## src/rtl/oflow_buffer_reader.sv

```systemverilog
// Read-side controller of the previous-frame feature buffer: fetches one line
// (two objects) at a time and presents it to the PE until the PE asks for the next.
//   state     | meaning
//   IDLE      | waiting for start_read
//   FETCH     | read strobe issued for {bank, row}
//   WAIT_DATA | memory data returning, captured into the PE registers
//   PRESENT   | line held on the PE interface until a new-line request
module oflow_buffer_reader #(
    parameter int DATA_W  = 128,
    parameter int ROW_LEN = 5
) (
    input  logic                  clk,
    input  logic                  reset_N,
    input  logic                  start_read,
    input  logic                  abort,
    input  logic                  frame_num,
    input  logic [ROW_LEN+1:0]    num_of_objects,
    output logic                  read_complete,
    output logic                  mem_rd_en,
    output logic [ROW_LEN:0]      mem_rd_addr,
    input  logic [2*DATA_W-1:0]   mem_rd_data,
    output logic [DATA_W-1:0]     data_to_pe_0,
    output logic [DATA_W-1:0]     data_to_pe_1,
    output logic                  entry1_valid,
    output logic                  line_valid,
    output logic [ROW_LEN-1:0]    row_sel_to_pe,
    output logic                  done_read_to_pe,
    input  logic                  control_for_read_new_line
);

    typedef enum logic [1:0] {IDLE, FETCH, WAIT_DATA, PRESENT} state_t;

    localparam int CNT_W = ROW_LEN + 3;
    localparam logic [CNT_W-1:0] MAX_LINES = CNT_W'(1) << ROW_LEN;

    state_t               state_q, state_d;
    logic [ROW_LEN-1:0]   row_q, row_d;
    logic                 bank_q, bank_d;
    logic [ROW_LEN-1:0]   last_row_q, last_row_d;
    logic                 odd_last_q, odd_last_d;
    logic                 rd_en_q, rd_en_d;
    logic [ROW_LEN:0]     rd_addr_q, rd_addr_d;
    logic [DATA_W-1:0]    d0_q, d0_d, d1_q, d1_d;
    logic                 e1v_q, e1v_d;
    logic                 lv_q, lv_d;
    logic [ROW_LEN-1:0]   row_sel_q, row_sel_d;
    logic                 done_q, done_d;
    logic                 rc_q, rc_d;

    // Extra width so ceil(n/2) of the largest count never wraps before clamping
    logic [CNT_W-1:0]     lines_raw;
    logic                 clamp;
    logic [ROW_LEN-1:0]   last_row_start;
    logic                 is_last;

    assign lines_raw      = (CNT_W'(num_of_objects) + CNT_W'(1)) >> 1;
    assign clamp          = lines_raw > MAX_LINES;
    assign last_row_start = clamp ? '1 : ROW_LEN'(lines_raw - CNT_W'(1));
    assign is_last        = (row_q == last_row_q);

    always_comb begin
        state_d    = state_q;
        row_d      = row_q;
        bank_d     = bank_q;
        last_row_d = last_row_q;
        odd_last_d = odd_last_q;
        rd_en_d    = 1'b0;
        rd_addr_d  = rd_addr_q;
        d0_d       = d0_q;
        d1_d       = d1_q;
        e1v_d      = e1v_q;
        lv_d       = lv_q;
        row_sel_d  = row_sel_q;
        done_d     = done_q;
        rc_d       = 1'b0;
        if (abort) begin
            state_d = IDLE;
            lv_d    = 1'b0;
            done_d  = 1'b0;
        end else begin
            case (state_q)
                IDLE: begin
                    if (start_read) begin
                        if (lines_raw == '0) begin
                            rc_d = 1'b1;
                        end else begin
                            bank_d     = frame_num;
                            last_row_d = last_row_start;
                            // A clamped count always fills the last line
                            odd_last_d = num_of_objects[0] && !clamp;
                            row_d      = '0;
                            rd_en_d    = 1'b1;
                            rd_addr_d  = {frame_num, {ROW_LEN{1'b0}}};
                            state_d    = FETCH;
                        end
                    end
                end
                FETCH: state_d = WAIT_DATA;
                WAIT_DATA: begin
                    e1v_d     = !(is_last && odd_last_q);
                    d0_d      = mem_rd_data[DATA_W-1:0];
                    d1_d      = e1v_d ? mem_rd_data[2*DATA_W-1:DATA_W] : '0;
                    row_sel_d = row_q;
                    lv_d      = 1'b1;
                    done_d    = is_last;
                    state_d   = PRESENT;
                end
                PRESENT: begin
                    if (control_for_read_new_line) begin
                        lv_d   = 1'b0;
                        done_d = 1'b0;
                        if (is_last) begin
                            rc_d    = 1'b1;
                            state_d = IDLE;
                        end else begin
                            row_d     = row_q + 1'b1;
                            rd_en_d   = 1'b1;
                            rd_addr_d = {bank_q, row_q + 1'b1};
                            state_d   = FETCH;
                        end
                    end
                end
                default: state_d = IDLE;
            endcase
        end
    end

    always_ff @(posedge clk or negedge reset_N) begin
        if (!reset_N) begin
            state_q    <= IDLE;
            row_q      <= '0;
            bank_q     <= 1'b0;
            last_row_q <= '0;
            odd_last_q <= 1'b0;
            rd_en_q    <= 1'b0;
            rd_addr_q  <= '0;
            d0_q       <= '0;
            d1_q       <= '0;
            e1v_q      <= 1'b0;
            lv_q       <= 1'b0;
            row_sel_q  <= '0;
            done_q     <= 1'b0;
            rc_q       <= 1'b0;
        end else begin
            state_q    <= state_d;
            row_q      <= row_d;
            bank_q     <= bank_d;
            last_row_q <= last_row_d;
            odd_last_q <= odd_last_d;
            rd_en_q    <= rd_en_d;
            rd_addr_q  <= rd_addr_d;
            d0_q       <= d0_d;
            d1_q       <= d1_d;
            e1v_q      <= e1v_d;
            lv_q       <= lv_d;
            row_sel_q  <= row_sel_d;
            done_q     <= done_d;
            rc_q       <= rc_d;
        end
    end

    assign read_complete   = rc_q;
    assign mem_rd_en       = rd_en_q;
    assign mem_rd_addr     = rd_addr_q;
    assign data_to_pe_0    = d0_q;
    assign data_to_pe_1    = d1_q;
    assign entry1_valid    = e1v_q;
    assign line_valid      = lv_q;
    assign row_sel_to_pe   = row_sel_q;
    assign done_read_to_pe = done_q;

endmodule

```

## config.mk

```make
export PLATFORM = sky130hd
export DESIGN_NAME = oflow_buffer_reader
export DESIGN_NICKNAME = d
export VERILOG_FILES = /design/src/rtl/oflow_buffer_reader.sv
export SDC_FILE = /design/constraint.sdc
export NUM_CORES = 1
export LEC_CHECK = 0
export CAP_MARGIN = 20
export CORE_AREA = 2 2 210 212
export DETAILED_ROUTE_END_ITERATION = 6
export DIE_AREA = 0 0 212 214
export PLACE_DENSITY_LB_ADDON = 0.2
export REMOVE_ABC_BUFFERS = 1
export SLEW_MARGIN = 20
export SYNTH_ARGS = -nofsm -noshare
export SYNTH_HDL_FRONTEND = slang
export SYNTH_SLANG_ARGS = --single-unit
```

## constraint.sdc

```tcl
create_clock -name clk -period 3.37 [get_ports clk]
set_input_delay 0.674 -clock clk [delete_from_list [all_inputs] [get_ports clk]]
set_output_delay 0.674 -clock clk [all_outputs]
set_load 0.02 [all_outputs]
```

==> impl_metrics.env, run 1 <==
export IMPL_drtAntennaViolNets=0
export IMPL_run_status="finished clean"
export IMPL_r2r_setup_slack_ns=0.97
export IMPL_async_reset_ff_share_pct=100
export IMPL_vias=8197
export IMPL_start_kind="primary input"
export IMPL_nFillCells=3973
export IMPL_setup_viol=0
export IMPL_end_kind="flip-flop"
export IMPL_drv_slew=0
export IMPL_powerDensity_nw_per_um2=966
export IMPL_fp_coreArea_um2=42900
export IMPL_slew_headroom_pct=54.6
export IMPL_hold_buffers=0
export IMPL_grt_pass1_wl_mm=55.5
export IMPL_finalCriticalPeriod_ns=2.51
export IMPL_synth_cell_types=55
export IMPL_max_clock_freq_ghz=0.399
export IMPL_first_pass_iters=4
export IMPL_leakagePower_uw=0.00765
export IMPL_start_util_pct=25.2
export IMPL_dieWidth_um=212
export IMPL_syn_area_um2=10800
export IMPL_root_buffer="clkbuf_16"
export IMPL_hold_violations=0
export IMPL_seq_area_frac_synth_pct=65.0
export IMPL_final_cell_count_no_fill=1869
export IMPL_grt_max_degree=101
export IMPL_critPathCapture="last_row_q[1]"
export IMPL_insertedDiodeCount=0
export IMPL_dp_worst_setup_slack_ns=0.330
export IMPL_grt_pass1_vias=8930
export IMPL_cp_required_ns=3.76
export IMPL_final_area_um2=18100
export IMPL_postSynthCellCount=711
export IMPL_reg2regPathDepth=6
export IMPL_area_growth_pct=67.8
export IMPL_std_cell_rows=76
export IMPL_port_buffers=540
export IMPL_syn_area_per_cell_um2=15.2
export IMPL_globalplace_congestion=0.776
export IMPL_die_h_um=214
export IMPL_vdd_drop_max_v=0.000474
export IMPL_numCtsBuffers=35
export IMPL_hp_class="primary input to asynchronous set/reset pin"
export IMPL_post_dp_cell_area_um2=17000
export IMPL_hold_ws_ns=0.146
export IMPL_arrival_ns=2.89
export IMPL_worstSkewPairLatency_ns=0.52
export IMPL_grt_total_usage_pct=16.0
export IMPL_viasPerCell=4.39
export IMPL_grt_antenna_before_repair=0
export IMPL_grt_overflow=0
export IMPL_cts_tree="done"
export IMPL_drc=0
export IMPL_wl_per_cell_um=19.7
export IMPL_cts_max_path_buffers=3
export IMPL_drt_iter0_markers=425
export IMPL_maxCapViolCount=0
export IMPL_top_level_ports=541
export IMPL_placed_cells=1809
export IMPL_ys_ff_latch=281
export IMPL_cts_htree_levels=2
export IMPL_die_area_um2=45400
export IMPL_clkTransAtPathRegs_ns=0.06
export IMPL_worstSetupPathType="primary input to flip-flop"
export IMPL_post_cts_buffers=0
export IMPL_final_layout_size_suffix_gt1_share_pct=17.6
export IMPL_fin_nets=1538
export IMPL_finalCritPeriodShare_pct=74.4
export IMPL_clock_skew_ns=0.0105
export IMPL_power_uw=17500
export IMPL_totalWireLength_mm=36.9
export IMPL_ctsResizeCount=0
export IMPL_rsz0062_at_grt="false"
export IMPL_r2r_end="row_q[2]"
export IMPL_critical_path_max_fanout=6
export IMPL_hpwlAfterDp_mm=27.1
export IMPL_clock_sinks=281
export IMPL_tightest_slew_ns=0.681
export IMPL_rr_startpoint="state_q[1]"
export IMPL_synthFlopType="dfrtp_1"
export IMPL_yosysWarnings=0
export IMPL_synth_edff_count=0
export IMPL_finalWorstSetupSlack_ns=0.864
export IMPL_crit_path_start="num_of_objects[0]"
## worst min path at each step
stage / startpoint / end / slack (ns) / depth (start not counted)
after global routing: reset_N / data_to_pe_0[123] / 0.17 / 1
final: reset_N / data_to_pe_0[123] / 0.15 / 1
after detailed placement: entry1_valid / entry1_valid / 0.47 / 1
after global placement: entry1_valid / entry1_valid / 0.46 / 1
after CTS: reset_N / data_to_pe_0[123] / 0.14 / 1
after floorplan: reset_N / bank_q / 0.38 / 0
## cell families (layout without fill, tap and decap cells)
family          Yosys count  after routing  synth area share, %
compound gates          170            170                 13.9
buf+inv                  54            627                 2.30
simple gates             51             51                 2.79
fa+ha+maj                 8              8                0.926
flops                   281            281                 65.0
xor+xnor                 11             11                0.891
mux                     136            136                 14.2
## where the power goes
part / total (uW) / switching (uW) / internal [uW]
Clock: 3720 / 1430 / 2290
Combinational: 8070 / 3850 / 4220
Sequential: 5730 / 819 / 4910
Total: 17500 / 6100 / 11400
## synthesized netlist by cell type, types with 2 or more instances
cell type / count / area [um^2]
a21o_1: 4 / 30.0
a22o_1: 128 / 1120
nand4_1: 6 / 37.5
nand2b_1: 3 / 18.8
dfrtp_1: 281 / 7030
inv_1: 7 / 26.3
nor3_1: 2 / 10.0
a31o_2: 2 / 17.5
o31ai_1: 2 / 15.0
o21ai_0: 4 / 20.0
nor2b_1: 2 / 12.5
buf_2: 28 / 140
mux2_2: 133 / 1500
ha_1: 8 / 100
a21oi_1: 5 / 25.0
mux2i_1: 2 / 20.0
buf_1: 5 / 18.8
o211ai_1: 2 / 15.0
clkbuf_1: 12 / 45.0
nor4_1: 2 / 12.5
nor2_1: 4 / 15.0
a31oi_1: 3 / 18.8
nand2_1: 13 / 48.8
nand3_1: 9 / 45.0
a2bb2oi_1: 5 / 43.8
xnor2_1: 4 / 35.0
xor2_1: 7 / 61.3
## registers in the layout (all words and copies together), names as in the netlist, 2 cells and up
name / count
data_to_pe_0: 128
data_to_pe_1: 128
last_row_q: 5
row_sel_to_pe: 5
row_q: 4
mem_rd_addr: 2
state_q: 2
## per-stage QoR
step	utilization, %	setup TNS [ns]
final	42.3	0
after detailed placement	39.6	0
after global placement	39.6	0
after CTS	42.3	0
after global routing	42.3	0
after floorplan	-	-1762.50
## layer usage
metal	global-route usage (%)	wire [um]	part of all wire, %
met5	0	0	0
met4	5.19	835	2.3
met3	6.17	3620	9.8
met2	27.5	18000	49
met1	18.1	14400	39
## layout by cell type, fill, tap and decap left out, types with 2 or more instances in the layout
master and n:
nor2b_1 2, nor2_1 4, o31ai_1 2, a21o_1 4, nand3_1 9, a31oi_1 2, buf_4 13, clkbuf_8 10
a21oi_1 5, buf_12 7, clkbuf_16 37, nand4_1 6, dfrtp_1 281, nand2_1 12, clkdlybuf4s50_1 539, nand2b_1 3
a2bb2oi_1 5, nor4_1 2, clkinv_2 7, nor3_1 2, a31o_2 2, o21ai_0 4, a22o_1 128, mux2_2 133
inv_1 7, o211ai_1 2, ha_1 8, xor2_1 7, clkbuf_1 5, xnor2_1 4, mux2i_1 2
## worst max-delay path: stages
cell and delay [ns]:
clkdlybuf4s50_1 0.58, ha_1 0.31, xnor2_1 0.18, ha_1 0.30, nand4_1 0.17, a2111oi_4 0.55, a2bb2oi_1 0.13
## layout make-up
class                   count  area [um^2]  share of cell area, %
clock inverters             8         65.1                  0.359
well taps                 585          732                   4.04
clock buffers              52         1080                   5.97
repair buffers            560         5650                   31.1
flip-flops and latches    281         7030                   38.8
inverters                   7         26.3                  0.145
multi-input cells         376         3550                   19.6
Note: power is estimated with default switching activity, not from simulation.
==> inputs of run 2 (changes only) <==
--- a/config.mk
+++ b/config.mk
@@ -6,9 +6,9 @@
 export NUM_CORES = 1
 export LEC_CHECK = 0
 export CAP_MARGIN = 20
-export CORE_AREA = 2 2 210 212
+export CORE_AREA = 2 2 212 214
 export DETAILED_ROUTE_END_ITERATION = 6
-export DIE_AREA = 0 0 212 214
+export DIE_AREA = 0 0 214 216
 export PLACE_DENSITY_LB_ADDON = 0.2
 export REMOVE_ABC_BUFFERS = 1
 export SLEW_MARGIN = 20
==> constraint.sdc (replaced) <==
create_clock -name clk -period 2.4 [get_ports clk]
set_input_delay 0.48 -clock clk [delete_from_list [all_inputs] [get_ports clk]]
set_output_delay 0.48 -clock clk [all_outputs]
set_load 0.02 [all_outputs]
==> impl_metrics.env, run 2 (synthesis gave the netlist of run 1 again) <==
export IMPL_run_status="finished clean"
export IMPL_finalCritPeriodShare_pct=90.4
export IMPL_vias=8389
export IMPL_maxCapViolCount=0
export IMPL_die_area_um2=46200
export IMPL_clock_sinks=281
export IMPL_drc=0
export IMPL_end_kind="output port"
export IMPL_cts_tree="done"
export IMPL_insertedDiodeCount=0
export IMPL_grt_antenna_before_repair=1
export IMPL_p_int_uw=16400
export IMPL_area_growth_pct=71.3
export IMPL_dp_worst_setup_slack_ns=-0.215
export IMPL_start_kind="flip-flop"
export IMPL_wl_per_cell_um=19.8
export IMPL_r2r_setup_slack_ns=0.25
export IMPL_totalWireLength_mm=37.7
export IMPL_switching_share_pct=34.6
export IMPL_seq_area_um2=7030
export IMPL_hp_class="flip-flop to flip-flop"
export IMPL_cts_htree_levels=2
export IMPL_worstSetupPathType="flip-flop to output port"
export IMPL_power_frac_seq_pct=32.2
export IMPL_crit_cells=1
export IMPL_root_buffer="clkbuf_16"
export IMPL_leakagePower_uw=0.00784
export IMPL_finalWorstSetupSlack_ns=0.231
export IMPL_grt_pass1_vias=9139
export IMPL_worstSkewPairLatency_ns=0.53
export IMPL_powerDensity_nw_per_um2=1350
export IMPL_port_buffers=540
export IMPL_arrival_ns=1.69
export IMPL_die_h_um=216
export IMPL_hpwlAfterDp_mm=27.7
export IMPL_numCtsBuffers=35
export IMPL_tightest_slew_ns=0.502
export IMPL_final_cell_mix="clkdlybuf4s50_1, dfrtp_1, mux2_2, a22o_1, clkbuf_16"
export IMPL_nFillCells=4139
export IMPL_critical_path_max_fanout=6
export IMPL_finalCriticalPeriod_ns=2.17
export IMPL_start_util_pct=24.7
export IMPL_vdd_drop_max_v=0.000696
export IMPL_first_pass_iters=6
export IMPL_hold_violations=0
export IMPL_fin_util_pct=42.2
export IMPL_final_layout_size_suffix_gt1_share_pct=19.0
export IMPL_hold_depth=1
export IMPL_viasPerCell=4.40
export IMPL_final_common_cell="clkdlybuf4s50_1"
export IMPL_dieWidth_um=214
export IMPL_reg2regPathDepth=6
export IMPL_rsz0062_at_grt="false"
export IMPL_setup_viol=0
export IMPL_globalplace_congestion=0.816
export IMPL_grt_pass1_wl_mm=57.9
export IMPL_drt_iter0_markers=489
export IMPL_grt_max_degree=77
export IMPL_grt_overflow=0
export IMPL_post_cts_buffers=0
export IMPL_pwr_share_comb_pct=45.6
export IMPL_cp_slowest_cell="clkdlybuf4s50_1"
export IMPL_multi_input_area_um2=3550
export IMPL_grt_total_usage_pct=16.2
export IMPL_fin_nets=1563
export IMPL_top_level_ports=541
export IMPL_power_frac_clock_pct=22.1
export IMPL_crit_chain="clkdlybuf4s50_1"
export IMPL_std_cell_rows=77
export IMPL_clkTransAtPathRegs_ns=0.06
export IMPL_p_sw_uw=8690
export IMPL_max_clock_freq_ghz=0.461
export IMPL_clock_skew_ns=0.0164
export IMPL_cp_required_ns=1.92
export IMPL_slew_headroom_pct=66.4
export IMPL_cpPeakStageDelay_ns=0.69
export IMPL_path_buf_inv=1
export IMPL_fp_coreArea_um2=43800
export IMPL_cp_top_family="buffers and inverters"
export IMPL_drv_slew=0
export IMPL_drtAntennaViolNets=0
export IMPL_cts_max_path_buffers=3
## run 2: changes by cell type in the layout (fill, tap and decap cells not counted), sizes merged
cell         before  now
clkbuf           52   54
bufinv            1    4
dlygate4sd3       0    1
inv               7   11
buf              21   45
clkinv            7    2
## run 2: stage by stage
stage	hold slack [ns]	setup TNS, ns	power (uW)	cell area, um^2	cells
finish	0.477	0	25100	18500	1905
global route	0.492	0	26400	18500	1905
CTS	0.477	0	25500	18500	1905
detailed placement	0.466	-2.48	19700	17300	1840
global placement	0.460	-2.36	19600	17300	1840
floorplan	0.184	-2016.64	13800	10600	664
## run 2: layer usage
| layer | up-vias | global-route usage, % | wire, um |
|---|---|---|---|
| li1 | 3814 | - | - |
| met1 | 4196 | 19.6 | 15100 |
| met2 | 331 | 26.8 | 18500 |
| met3 | 48 | 5.79 | 3230 |
| met4 | 0 | 5.24 | 813 |
| met5 | - | 0 | 0 |
## run 2: timing repair
item	CTS	global route
endpoints found under the hold margin	43	0
resized for setup	0	0
hold buffers	1	0
## run 2: worst reg2reg max path: stages (launching register included)
cell and delay [ns]:
dfrtp_1 0.39, inv_1 0.16, ha_1 0.31, or3_1 0.43, a31oi_1 0.29, nand3_1 0.14, a211o_1 0.31
## run 2: final cells by class
| class | count | share of cell area, % |
|---|---|---|
| Clock inverter | 10 | 0.912 |
| Timing Repair Buffer | 585 | 32.1 |
| Tap cell | 592 | 4.00 |
| Sequential cell | 281 | 38.0 |
| Clock buffer | 54 | 5.66 |
| Inverter | 7 | 0.142 |
| Multi-Input combinational cell | 376 | 19.2 |
## run 2: final timing paths
check,from,endpoint
worst max-delay path,row_q[3],mem_rd_addr[3]
worst min-delay path,entry1_valid,entry1_valid
worst max register to register,state_q[0],row_q[2]
worst min register to register,entry1_valid,entry1_valid
max in group asynchronous,reset_N,data_to_pe_0[120]
min in group asynchronous,reset_N,data_to_pe_0[22]
## run 2: power groups by stage
stage | registers [uW] | clock network [uW] | logic, uW
floorplan | 10600 | 0 | 3260
global placement | 8080 | 0 | 11500
detailed placement | 8120 | 0 | 11600
CTS | 8110 | 5770 | 11600
global route | 8360 | 5970 | 12100
finish | 8080 | 5550 | 11400
==> inputs of run 3 (changes only) <==
--- a/config.mk
+++ b/config.mk
@@ -7,6 +7,7 @@
 export LEC_CHECK = 0
 export CAP_MARGIN = 20
 export CORE_AREA = 2 2 212 214
+export CTS_CLUSTER_DIAMETER = 150
 export DETAILED_ROUTE_END_ITERATION = 6
 export DIE_AREA = 0 0 214 216
 export PLACE_DENSITY_LB_ADDON = 0.2
==> results of run 3 <==
The final DEF is identical to that of run 2; final timing and power are the same.
